$ cat src/rtl/uart_rx_pkg.sv
// Shared constants and helpers for the UART receive path.
//   MIN_PRESCALE   : smallest usable oversample ratio (three samples need room)
//   MIN_DATA_BITS  : smallest legal data field width
//   FRAME_OVERHEAD : start bit plus one stop bit
//   maj3           : 2-of-3 majority vote
package uart_rx_pkg;

  localparam int MIN_PRESCALE   = 4;
  localparam int MIN_DATA_BITS  = 5;
  localparam int FRAME_OVERHEAD = 2;

  function automatic logic maj3(input logic a, input logic b, input logic c);
    return (a & b) | (a & c) | (b & c);
  endfunction

endpackage

$ cat src/rtl/uart_rx_bit_timer_if.sv
// Bundle between the RX FSM side (master) and the bit timer (slave).
//   master drives : enable, prescale, data_bits, par_en, stop2, rx_in
//   slave drives  : edge_cnt, bit_cnt, sampled_bit, sample_valid,
//                   bit_done, frame_done
interface uart_rx_bit_timer_if #(
  parameter int PRESCALE_W = 6,
  parameter int BIT_CNT_W  = 4
);

  logic                  enable;
  logic [PRESCALE_W-1:0] prescale;
  logic [BIT_CNT_W-1:0]  data_bits;
  logic                  par_en;
  logic                  stop2;
  logic                  rx_in;

  logic [PRESCALE_W-1:0] edge_cnt;
  logic [BIT_CNT_W-1:0]  bit_cnt;
  logic                  sampled_bit;
  logic                  sample_valid;
  logic                  bit_done;
  logic                  frame_done;

  modport master (
    output enable, prescale, data_bits, par_en, stop2, rx_in,
    input  edge_cnt, bit_cnt, sampled_bit, sample_valid, bit_done, frame_done
  );

  modport slave (
    input  enable, prescale, data_bits, par_en, stop2, rx_in,
    output edge_cnt, bit_cnt, sampled_bit, sample_valid, bit_done, frame_done
  );

endinterface

$ cat src/rtl/uart_rx_vote_sampler.sv
// Three-point mid-bit sampler with majority vote.
//   clk, rst      : clock, async active-low reset
//   enable_i      : low clears the valid strobe; sampled value is held
//   edge_cnt_i    : current oversample index within the bit
//   mid_i         : centre index of the bit (prescale >> 1)
//   rx_in_i       : synchronised serial line
//   sampled_bit_o : majority of the samples at mid-1, mid, mid+1
//   sample_valid_o: one-cycle strobe, sampled_bit_o just updated
module uart_rx_vote_sampler
  import uart_rx_pkg::*;
#(
  parameter int PRESCALE_W = 6
) (
  input  logic                  clk,
  input  logic                  rst,
  input  logic                  enable_i,
  input  logic [PRESCALE_W-1:0] edge_cnt_i,
  input  logic [PRESCALE_W-1:0] mid_i,
  input  logic                  rx_in_i,
  output logic                  sampled_bit_o,
  output logic                  sample_valid_o
);

  logic s0_q, s0_d;
  logic s1_q, s1_d;
  logic bit_q, bit_d;
  logic valid_q, valid_d;

  always_comb begin
    s0_d    = s0_q;
    s1_d    = s1_q;
    bit_d   = bit_q;
    valid_d = 1'b0;
    if (enable_i) begin
      if (edge_cnt_i == mid_i - PRESCALE_W'(1)) s0_d = rx_in_i;
      if (edge_cnt_i == mid_i)                  s1_d = rx_in_i;
      // Third sample is taken live rather than registered.
      if (edge_cnt_i == mid_i + PRESCALE_W'(1)) begin
        bit_d   = maj3(s0_q, s1_q, rx_in_i);
        valid_d = 1'b1;
      end
    end
  end

  always_ff @(posedge clk or negedge rst) begin
    if (!rst) begin
      s0_q    <= 1'b0;
      s1_q    <= 1'b0;
      bit_q   <= 1'b0;
      valid_q <= 1'b0;
    end else begin
      s0_q    <= s0_d;
      s1_q    <= s1_d;
      bit_q   <= bit_d;
      valid_q <= valid_d;
    end
  end

  assign sampled_bit_o  = bit_q;
  assign sample_valid_o = valid_q;

endmodule

$ cat src/rtl/uart_rx_bit_timer.sv
// Oversampling bit/frame timer for the UART receiver.
//   clk, rst : clock, async active-low reset
//   bus      : slave side of uart_rx_bit_timer_if
//              config (prescale, data_bits, par_en, stop2) is latched while
//              enable is low and frozen while a frame is being timed;
//              edge_cnt/bit_cnt count position, bit_done/frame_done strobe
//              at bit and frame ends, the vote sampler supplies sampled_bit.
module uart_rx_bit_timer
  import uart_rx_pkg::*;
#(
  parameter int PRESCALE_W    = 6,
  parameter int BIT_CNT_W     = 4,
  parameter int MAX_DATA_BITS = 8
) (
  input logic                clk,
  input logic                rst,
  uart_rx_bit_timer_if.slave bus
);

  localparam logic [PRESCALE_W-1:0] MIN_P = PRESCALE_W'(MIN_PRESCALE);
  localparam logic [PRESCALE_W-1:0] RST_P = PRESCALE_W'(8);
  localparam logic [BIT_CNT_W-1:0]  MIN_DB = BIT_CNT_W'(MIN_DATA_BITS);
  localparam logic [BIT_CNT_W-1:0]  MAX_DB = BIT_CNT_W'(MAX_DATA_BITS);
  localparam logic [BIT_CNT_W-1:0]  RST_DB = BIT_CNT_W'(8);

  logic [PRESCALE_W-1:0] prescale_q, prescale_d;
  logic [BIT_CNT_W-1:0]  data_bits_q, data_bits_d;
  logic                  par_en_q, par_en_d;
  logic                  stop2_q, stop2_d;

  logic [PRESCALE_W-1:0] edge_q, edge_d;
  logic [BIT_CNT_W-1:0]  bit_q, bit_d;
  logic                  bit_done_q, bit_done_d;
  logic                  frame_done_q, frame_done_d;

  logic [PRESCALE_W-1:0] mid;
  logic [PRESCALE_W-1:0] last_edge;
  logic [BIT_CNT_W-1:0]  frame_bits;
  logic [BIT_CNT_W-1:0]  last_bit;

  logic sampled_bit_w;
  logic sample_valid_w;

  // Config follows the inputs only while idle, so a frame never sees a
  // period or length change part way through.
  always_comb begin
    prescale_d  = prescale_q;
    data_bits_d = data_bits_q;
    par_en_d    = par_en_q;
    stop2_d     = stop2_q;
    if (!bus.enable) begin
      prescale_d  = (bus.prescale < MIN_P) ? MIN_P : bus.prescale;
      data_bits_d = (bus.data_bits < MIN_DB) ? MIN_DB :
                    (bus.data_bits > MAX_DB) ? MAX_DB : bus.data_bits;
      par_en_d    = bus.par_en;
      stop2_d     = bus.stop2;
    end
  end

  assign mid        = prescale_q >> 1;
  assign last_edge  = prescale_q - PRESCALE_W'(1);
  assign frame_bits = BIT_CNT_W'(FRAME_OVERHEAD) + data_bits_q
                    + BIT_CNT_W'(par_en_q) + BIT_CNT_W'(stop2_q);
  assign last_bit   = frame_bits - BIT_CNT_W'(1);

  always_comb begin
    edge_d       = edge_q;
    bit_d        = bit_q;
    bit_done_d   = 1'b0;
    frame_done_d = 1'b0;
    if (!bus.enable) begin
      edge_d = '0;
      bit_d  = '0;
    end else if (edge_q == last_edge) begin
      edge_d     = '0;
      bit_done_d = 1'b1;
      if (bit_q == last_bit) begin
        bit_d        = '0;
        frame_done_d = 1'b1;
      end else begin
        bit_d = bit_q + BIT_CNT_W'(1);
      end
    end else begin
      edge_d = edge_q + PRESCALE_W'(1);
    end
  end

  always_ff @(posedge clk or negedge rst) begin
    if (!rst) begin
      prescale_q   <= RST_P;
      data_bits_q  <= RST_DB;
      par_en_q     <= 1'b0;
      stop2_q      <= 1'b0;
      edge_q       <= '0;
      bit_q        <= '0;
      bit_done_q   <= 1'b0;
      frame_done_q <= 1'b0;
    end else begin
      prescale_q   <= prescale_d;
      data_bits_q  <= data_bits_d;
      par_en_q     <= par_en_d;
      stop2_q      <= stop2_d;
      edge_q       <= edge_d;
      bit_q        <= bit_d;
      bit_done_q   <= bit_done_d;
      frame_done_q <= frame_done_d;
    end
  end

  uart_rx_vote_sampler #(
    .PRESCALE_W (PRESCALE_W)
  ) u_sampler (
    .clk            (clk),
    .rst            (rst),
    .enable_i       (bus.enable),
    .edge_cnt_i     (edge_q),
    .mid_i          (mid),
    .rx_in_i        (bus.rx_in),
    .sampled_bit_o  (sampled_bit_w),
    .sample_valid_o (sample_valid_w)
  );

  assign bus.edge_cnt     = edge_q;
  assign bus.bit_cnt      = bit_q;
  assign bus.bit_done     = bit_done_q;
  assign bus.frame_done   = frame_done_q;
  assign bus.sampled_bit  = sampled_bit_w;
  assign bus.sample_valid = sample_valid_w;

endmodule

$ cat src/flat_wrapper.sv
// flat-port wrapper written by rule: the top's interface ports become plain ports
module uart_rx_bit_timer_flat import uart_rx_pkg::*;
#(
  parameter int PRESCALE_W    = 6,
  parameter int BIT_CNT_W     = 4,
  parameter int MAX_DATA_BITS = 8
)
  (clk, rst, bus_enable, bus_prescale, bus_data_bits, bus_par_en, bus_stop2, bus_rx_in, bus_edge_cnt, bus_bit_cnt, bus_sampled_bit, bus_sample_valid, bus_bit_done, bus_frame_done);
  uart_rx_bit_timer_if #(.PRESCALE_W(PRESCALE_W), .BIT_CNT_W(BIT_CNT_W)) bus_i ();
  input logic clk;
  input logic rst;
  input wire logic [$bits(bus_i.enable)-1:0] bus_enable;
  input wire logic [$bits(bus_i.prescale)-1:0] bus_prescale;
  input wire logic [$bits(bus_i.data_bits)-1:0] bus_data_bits;
  input wire logic [$bits(bus_i.par_en)-1:0] bus_par_en;
  input wire logic [$bits(bus_i.stop2)-1:0] bus_stop2;
  input wire logic [$bits(bus_i.rx_in)-1:0] bus_rx_in;
  output wire logic [$bits(bus_i.edge_cnt)-1:0] bus_edge_cnt;
  output wire logic [$bits(bus_i.bit_cnt)-1:0] bus_bit_cnt;
  output wire logic [$bits(bus_i.sampled_bit)-1:0] bus_sampled_bit;
  output wire logic [$bits(bus_i.sample_valid)-1:0] bus_sample_valid;
  output wire logic [$bits(bus_i.bit_done)-1:0] bus_bit_done;
  output wire logic [$bits(bus_i.frame_done)-1:0] bus_frame_done;
  assign bus_i.enable = bus_enable;
  assign bus_i.prescale = bus_prescale;
  assign bus_i.data_bits = bus_data_bits;
  assign bus_i.par_en = bus_par_en;
  assign bus_i.stop2 = bus_stop2;
  assign bus_i.rx_in = bus_rx_in;
  assign bus_edge_cnt = bus_i.edge_cnt;
  assign bus_bit_cnt = bus_i.bit_cnt;
  assign bus_sampled_bit = bus_i.sampled_bit;
  assign bus_sample_valid = bus_i.sample_valid;
  assign bus_bit_done = bus_i.bit_done;
  assign bus_frame_done = bus_i.frame_done;
  uart_rx_bit_timer #(.PRESCALE_W(PRESCALE_W), .BIT_CNT_W(BIT_CNT_W), .MAX_DATA_BITS(MAX_DATA_BITS)) u_core (.clk(clk), .rst(rst), .bus(bus_i));
endmodule
$ cat config.mk
export PLATFORM = sky130hd
export DESIGN_NAME = uart_rx_bit_timer_flat
export DESIGN_NICKNAME = d
export VERILOG_FILES = /design/src/rtl/uart_rx_pkg.sv /design/src/rtl/uart_rx_bit_timer_if.sv /design/src/rtl/uart_rx_vote_sampler.sv /design/src/rtl/uart_rx_bit_timer.sv /design/src/flat_wrapper.sv
export SDC_FILE = /design/constraint.sdc
export NUM_CORES = 1
export LEC_CHECK = 0
export ABC_AREA = 1
export BUFFER_PORTS_ARGS = -buffer_cell sky130_fd_sc_hd__buf_2
export CAP_MARGIN = 0
export CORE_AREA = 2 2 92 94
export CTS_CLUSTER_DIAMETER = 40
export DETAILED_ROUTE_END_ITERATION = 10
export DIE_AREA = 0 0 94 96
export PLACE_DENSITY = 0.46
export SLEW_MARGIN = 5
export SYNTH_ARGS = -nofsm -noshare
export SYNTH_HDL_FRONTEND = slang
export SYNTH_SLANG_ARGS = --single-unit
export TNS_END_PERCENT = 1
$ cat constraint.sdc
create_clock -name clk -period 2.3 [get_ports clk]
set_input_delay 0.23 -clock clk [delete_from_list [all_inputs] [get_ports clk]]
set_output_delay 0.23 -clock clk [all_outputs]
set_load 0.05 [all_outputs]
# ---- Yosys cells after proc, flatten, opt, wreduce, memory -nomap -nowiden
# Cells that the tools add are included.
dict set report word_totals {
  regBits 28
  in_bits 16
  output_inout_bits 14
  word_cells 53
}
dict set report classes {
  addsub 9
  n_lt_le_gt_ge 3
  eq_ne 6
  mux 15
  n_bitwise 5
  n_reduce_logical 3
}
# cell n
set op_table {}
lappend op_table {{2-to-1 mux 4 bit} 5}
lappend op_table {{== test 6 bit} 3}
lappend op_table {{2-to-1 mux 6 bit} 3}
lappend op_table {{adder 4 x 1 -> 4 bit} 2}
lappend op_table {{2-to-1 mux 1 bit} 7}
lappend op_table {{adder 5 x 1 -> 6 bit, second input constant} 1}
lappend op_table {{adder 6 x 1 -> 6 bit, second input constant} 1}
lappend op_table {{== test 6 x 5 -> 1 bit} 1}
lappend op_table {{less-than comparator 6 x 3 -> 1 bit, second input constant} 1}
lappend op_table {{AND reduction 2 bit} 3}
lappend op_table {{subtractor 5 x 1 -> 6 bit, second input constant} 1}
lappend op_table {{subtractor 6 x 1 -> 6 bit, second input constant} 1}
lappend op_table {{adder 2 x 4 -> 4 bit, first input constant} 1}
lappend op_table {{adder 4 x 1 -> 4 bit, second input constant} 1}
lappend op_table {{== test 4 bit} 1}
lappend op_table {{greater-than comparator 4 bit, second input constant} 1}
lappend op_table {{less-than comparator 4 x 3 -> 1 bit, second input constant} 1}
lappend op_table {{subtractor 4 x 1 -> 4 bit, second input constant} 1}
lappend op_table {{AND 1 bit} 3}
lappend op_table {{!= test 2 x 1 -> 1 bit, second input constant} 1}
lappend op_table {{bitwise OR 1 bit} 2}

# ---- Longest topological paths before layout
dict set report depth {
  ltp_word 8
  mapped_depth 14
  mapped_depth_nobuf 14
}

# ---- Cells and area by module
# Synthesis repeated with hierarchy kept, for this count alone.
dict set report unflattened {
  cells_unflattened 295
  hier_area_um2 2015.7
}
# mod n_inst cells_each area_per_inst_um2 seq_area_each_um2
set by_module_without_submodules {}
lappend by_module_without_submodules {uart_rx_bit_timer 1 184 1435.1 603.1}
lappend by_module_without_submodules {uart_rx_vote_sampler 1 111 580.6 100.1}

# ---- Worst setup path after synthesis
# Ideal clock, no wire load.
dict set report synth_path {
  path_type {register to register}
  startpoint {register u_core.stop2_q}
  endpoint {register u_core.bit_q[0] (netlist: u_core.bus.bit_cnt[0])}
  setup_time_ns 0.119
  t_arrival_ns 1.909
  t_required_ns 2.181
  slack_ns 0.272
  path_stages_with_launch 12
  n_path_buf 0
  period_less_slack_ns 2.028
  cell_sequence {dfrtp_1 inv_1 ha_1 inv_1 ha_1 fa_1 xnor2_1 nand2_1 nor2_1 a21oi_1 nand3_1 nand2_1}
}
dict set report synth_via {
  elab_chain_cells 6
}
# item line_no
set synth_lines {}
lappend synth_lines {{from (decl)} uart_rx_bit_timer.sv:29} ;# logic stop2_q, stop2_d;
lappend synth_lines {{from (signal assigned)} uart_rx_bit_timer.sv:102} ;# stop2_q <= stop2_d;
lappend synth_lines {{adder 4 x 1 -> 4 bit} uart_rx_bit_timer.sv:63} ;# + BIT_CNT_W'(par_en_q) + BIT_CNT_W'(stop2_q);
lappend synth_lines {{subtractor 4 x 1 -> 4 bit} uart_rx_bit_timer.sv:64} ;# assign last_bit = frame_bits - BIT_CNT_W'(1);
lappend synth_lines {{== test 4 bit} uart_rx_bit_timer.sv:77} ;# if (bit_q == last_bit) begin
lappend synth_lines {{2-to-1 mux 4 bit} uart_rx_bit_timer.sv:77}
lappend synth_lines {{2-to-1 mux 4 bit} uart_rx_bit_timer.sv:74} ;# end else if (edge_q == last_edge) begin
lappend synth_lines {{2-to-1 mux 4 bit} uart_rx_bit_timer.sv:71} ;# if (!bus.enable) begin
lappend synth_lines {{to (signal assigned)} uart_rx_bit_timer.sv:104} ;# bit_q <= bit_d;
lappend synth_lines {{to (decl)} uart_rx_bit_timer.sv:32} ;# logic [BIT_CNT_W-1:0] bit_q, bit_d;
# Every way passes these cells. The select of a mux whose other input is x is not followed.
# A chain may end at the register's enable or synchronous reset.

# ---- Final worst setup path
dict set report layout_path {
  startpoint {register u_core.stop2_q}
  endpoint {register u_core.bit_q[1] (netlist: u_core.bus.bit_cnt[1])}
}
# Same word-level chain as after synthesis.

==> impl_metrics.env <==
export IMPL_status="finished, final reports clean"
export IMPL_rsz0062_at_grt="false"
export IMPL_cell_internal_pwr_w=0.000847
export IMPL_io_pins=30
export IMPL_cts_root_buf="sky130_fd_sc_hd__clkbuf_8"
export IMPL_timing_setup_critical_path_class="flop to flop"
export IMPL_synth_largest_area_cell="sky130_fd_sc_hd__dfrtp_1"
export IMPL_post_detailed_route_count_of_antenna_violating_nets=0
export IMPL_core_rows=33
export IMPL_cpPeakStageDelay_ps=500
export IMPL_ys_seq_elements=28
export IMPL_slew_headroom=0.550
export IMPL_initial_utilization=0.242
export IMPL_wl_per_cell_um=11.4
export IMPL_critical_path_reg2reg_endpoint="u_core.bus.bit_cnt[1]$_DFFE_PN0P_"
export IMPL_place_gp_congestion=0.809
export IMPL_clock_tree_buffer_depth=2
export IMPL_power_ir_vdd_worst_mv=0.202
export IMPL_path_category_of_the_worst_min_delay_check="primary input to flop"
export IMPL_p_seq_frac=0.445
export IMPL_ys_warnings_count=0
export IMPL_timing_final_crit_period_ps=2070
export IMPL_finalNetCount=326
export IMPL_drt_first_iter_violations=117
export IMPL_cts_htree_levels=1
export IMPL_pwr_density_cell_nw_per_um2=592
export IMPL_cts_reportedPaths_clkPinSlew_ps=110
export IMPL_wire_length_of_the_first_global_routing_pass_mm=7.79
export IMPL_sw_frac_of_total=0.371
export IMPL_max_cap_violations=0
export IMPL_worstPathRequired_ps=2490
export IMPL_die_width_um=94
export IMPL_clkLatencyLatePin_ps=290
export IMPL_max_freq_mhz=483
export IMPL_synth_avg_cell_area_um2=7.25
export IMPL_setup_tns_final_ps=0
export IMPL_crit_slowest_cell="sky130_fd_sc_hd__fa_1"
export IMPL_critPathCaptureType="flop"
export IMPL_finalWirelength_mm=4.60
export IMPL_route_vias_total=1661
export IMPL_most_common_layout_cells="84 x sky130_fd_sc_hd__nand2_1, 33 x sky130_fd_sc_hd__inv_1, 29 x sky130_fd_sc_hd__buf_2, 26 x sky130_fd_sc_hd__nand3_1, 26 x sky130_fd_sc_hd__dfrtp_1"
export IMPL_buffer_ports_inserted=29
export IMPL_synth_fp_nets=295
export IMPL_final_min_period_over_clock_period=0.901
export IMPL_track_usage=0.111
export IMPL_fraction_of_final_layout_cells_sized_beyond_drive_strength_1=0.194
export IMPL_timing_critical_path_arrival_ps=2260
export IMPL_finalClockSkew_ps=4.30
export IMPL_drc_violations_left=0
export IMPL_number_of_global_route_vias_before_repair=1591
export IMPL_final_count_of_hold_timing_violations=0
export IMPL_synthesized_netlist_cell_count=269
export IMPL_critical_path_startpoint="u_core.stop2_q$_DFFE_PN0N_"
export IMPL_cp_max_fo=5
export IMPL_critical_path_startpoint_type="flop"
export IMPL_mostFrequentLayoutCell="sky130_fd_sc_hd__nand2_1"
export IMPL_cts_tree="built"
export IMPL_timing_final_ws_setup_ps=229
export IMPL_numClockSinks=28
export IMPL_hpwlAfterDp_mm=3.44
export IMPL_reg2reg_setup_slack_ps=230
export IMPL_setup_violations_final=0
export IMPL_comb_power_share=0.311
export IMPL_antenna_cells=0
export IMPL_area_delta_synth_final_pct=16.5
export IMPL_die_h_um=96
export IMPL_netlist_cell_type_count=28
export IMPL_grt_antenna_before_repair=0
export IMPL_place_worst_setup_slack_ps=137
export IMPL_r2r_start="u_core.stop2_q$_DFFE_PN0N_"
export IMPL_global_route_overflow_total=0
export IMPL_power_clock_fraction=0.245
export IMPL_synth_area_leaders="sky130_fd_sc_hd__dfrtp_1 33%, sky130_fd_sc_hd__nand2_1 16%, sky130_fd_sc_hd__nand3_1 6.7%"
export IMPL_drt_pass1_iter_count=4
export IMPL_cts_buffers_inserted=3
export IMPL_timing_hold_ws_ps=129
export IMPL_route_detailed_vias_per_inst=4.11
export IMPL_mappedNetlistArea_um2=1950
export IMPL_worstRegToRegCells=11
export IMPL_grt_max_degree=29
export IMPL_worstSetupEndpoint="u_core.bus.bit_cnt[1]$_DFFE_PN0P_"
export IMPL_cp_cell_sequence="inv_1 -> ha_1 -> inv_1 -> ha_1 -> fa_1 -> xnor2_1 -> nand2_1 -> nor2_4 -> a21oi_1 -> nand3_1 -> nand2_1"
export IMPL_synth_seq_area_share=0.360
export IMPL_design_core_area_um2=8050
export IMPL_switchingPower_w=0.000499
export IMPL_synth_top_area_share=0.334
export IMPL_fp_dieArea_um2=9020
export IMPL_max_slew_violations=0
export IMPL_total_leakage_power_nw=1.18
export IMPL_post_route_util=0.282
export IMPL_worst_pin_slew_ps=675
## stage by stage
| step | power, W | area (µm²) | instances |
|---|---|---|---|
| CTS | 0.00136 | 2270 | 404 |
| detailed placement | 0.00102 | 2200 | 399 |
| global route | 0.00145 | 2270 | 404 |
| global placement | 0.00102 | 2200 | 399 |
| finish | 0.00135 | 2270 | 404 |
| floorplan | 0.000920 | 1950 | 269 |
## power groups by stage
stage	sequential, W	clock (W)	combinational (W)
finish	0.000599	0.000329	0.000418
global route	0.000609	0.000358	0.000484
CTS	0.000601	0.000346	0.000417
detailed placement	0.000611	0	0.000413
global placement	0.000609	0	0.000413
floorplan	0.000645	0	0.000275
## per-layer routing
metal  share of wire  vias to the layer above  track usage  wire length (µm)
met3           0.036                        5       0.0243               165
li1                -                      891            -                 -
met5               0                        -            0                 0
met4           0.011                        0       0.0290                49
met2            0.48                       26        0.192              2220
met1            0.47                      739        0.142              2160
## repair_timing
| item | CTS | global route |
|---|---|---|
| endpoints found under the setup margin | 0 | 5 |
| resized for setup | 0 | 2 |
| hold buffers | 1 | 0 |
| buffers inserted | 0 | 0 |
| endpoints found under the hold margin | 26 | 0 |
## synthesized netlist by cell type
library cell,n
sky130_fd_sc_hd__or2_1,1
sky130_fd_sc_hd__nor3_1,1
sky130_fd_sc_hd__ha_1,9
sky130_fd_sc_hd__maj3_1,1
sky130_fd_sc_hd__nor3_2,1
sky130_fd_sc_hd__fa_1,1
sky130_fd_sc_hd__nor2_2,9
sky130_fd_sc_hd__dfstp_2,2
sky130_fd_sc_hd__a31oi_1,1
sky130_fd_sc_hd__inv_1,33
sky130_fd_sc_hd__nor2_1,20
sky130_fd_sc_hd__xnor2_1,9
sky130_fd_sc_hd__buf_4,4
sky130_fd_sc_hd__nand3_2,1
sky130_fd_sc_hd__dfrtp_1,26
sky130_fd_sc_hd__nand3b_1,1
sky130_fd_sc_hd__o21ai_1,2
sky130_fd_sc_hd__nand4_1,2
sky130_fd_sc_hd__nand2_1,84
sky130_fd_sc_hd__nand2_8,2
sky130_fd_sc_hd__inv_2,6
sky130_fd_sc_hd__clkbuf_1,1
sky130_fd_sc_hd__nand3_1,26
sky130_fd_sc_hd__a21oi_1,5
sky130_fd_sc_hd__o21ai_0,11
sky130_fd_sc_hd__xor2_1,7
sky130_fd_sc_hd__nand2_2,2
sky130_fd_sc_hd__o211ai_1,1
## worst min-delay path by stage
stage / startpoint / end / cells after the start
floorplan: rst / u_core.bus.bit_cnt[0]$_DFFE_PN0P_ / 0
global placement: rst / u_core.u_sampler.s1_q$_DFFE_PN0P_ / 1
detailed placement: rst / u_core.u_sampler.s1_q$_DFFE_PN0P_ / 1
CTS: bus_par_en / u_core.par_en_q$_DFFE_PN0N_ / 3
global route: bus_par_en / u_core.par_en_q$_DFFE_PN0N_ / 3
finish: bus_par_en / u_core.par_en_q$_DFFE_PN0N_ / 3
## registers in the layout, indices dropped and copies added (netlist names), 4 cells and up
| register | count |
|---|---|
| u_core.bus.bit_cnt | 4 |
| u_core.bus.edge_cnt | 6 |
| u_core.data_bits_q | 4 |
| u_core.prescale_q | 6 |
## worst max-delay path: cells and delay by family, from the launching register on
kind / cells / cell delay [ps]
buf+inv: 2 / 90
compound gates: 1 / 80
fa+ha+maj: 3 / 960
flops: 1 / 340
xor+xnor: 1 / 110
simple gates: 4 / 390
## area by class of cell
cell class                      instances  area [µm²]
Tap cell                              105         131
Clock buffer                            4        55.1
Multi-Input combinational cell        197        1070
Fill cell                             918        5780
Timing Repair Buffer                   31         163
Inverter                               39         146
Sequential cell                        28         703
## cells by family after synthesis
logic type,synth area share
and+or+nand+nor,0.349
AOI/OAI and AO/OA,0.0532
xor gates and xnor gates,0.0718
adders and majority gates,0.0731
DFF,0.360
buffers and inverters,0.0924
(Power assumes the default switching activity.)
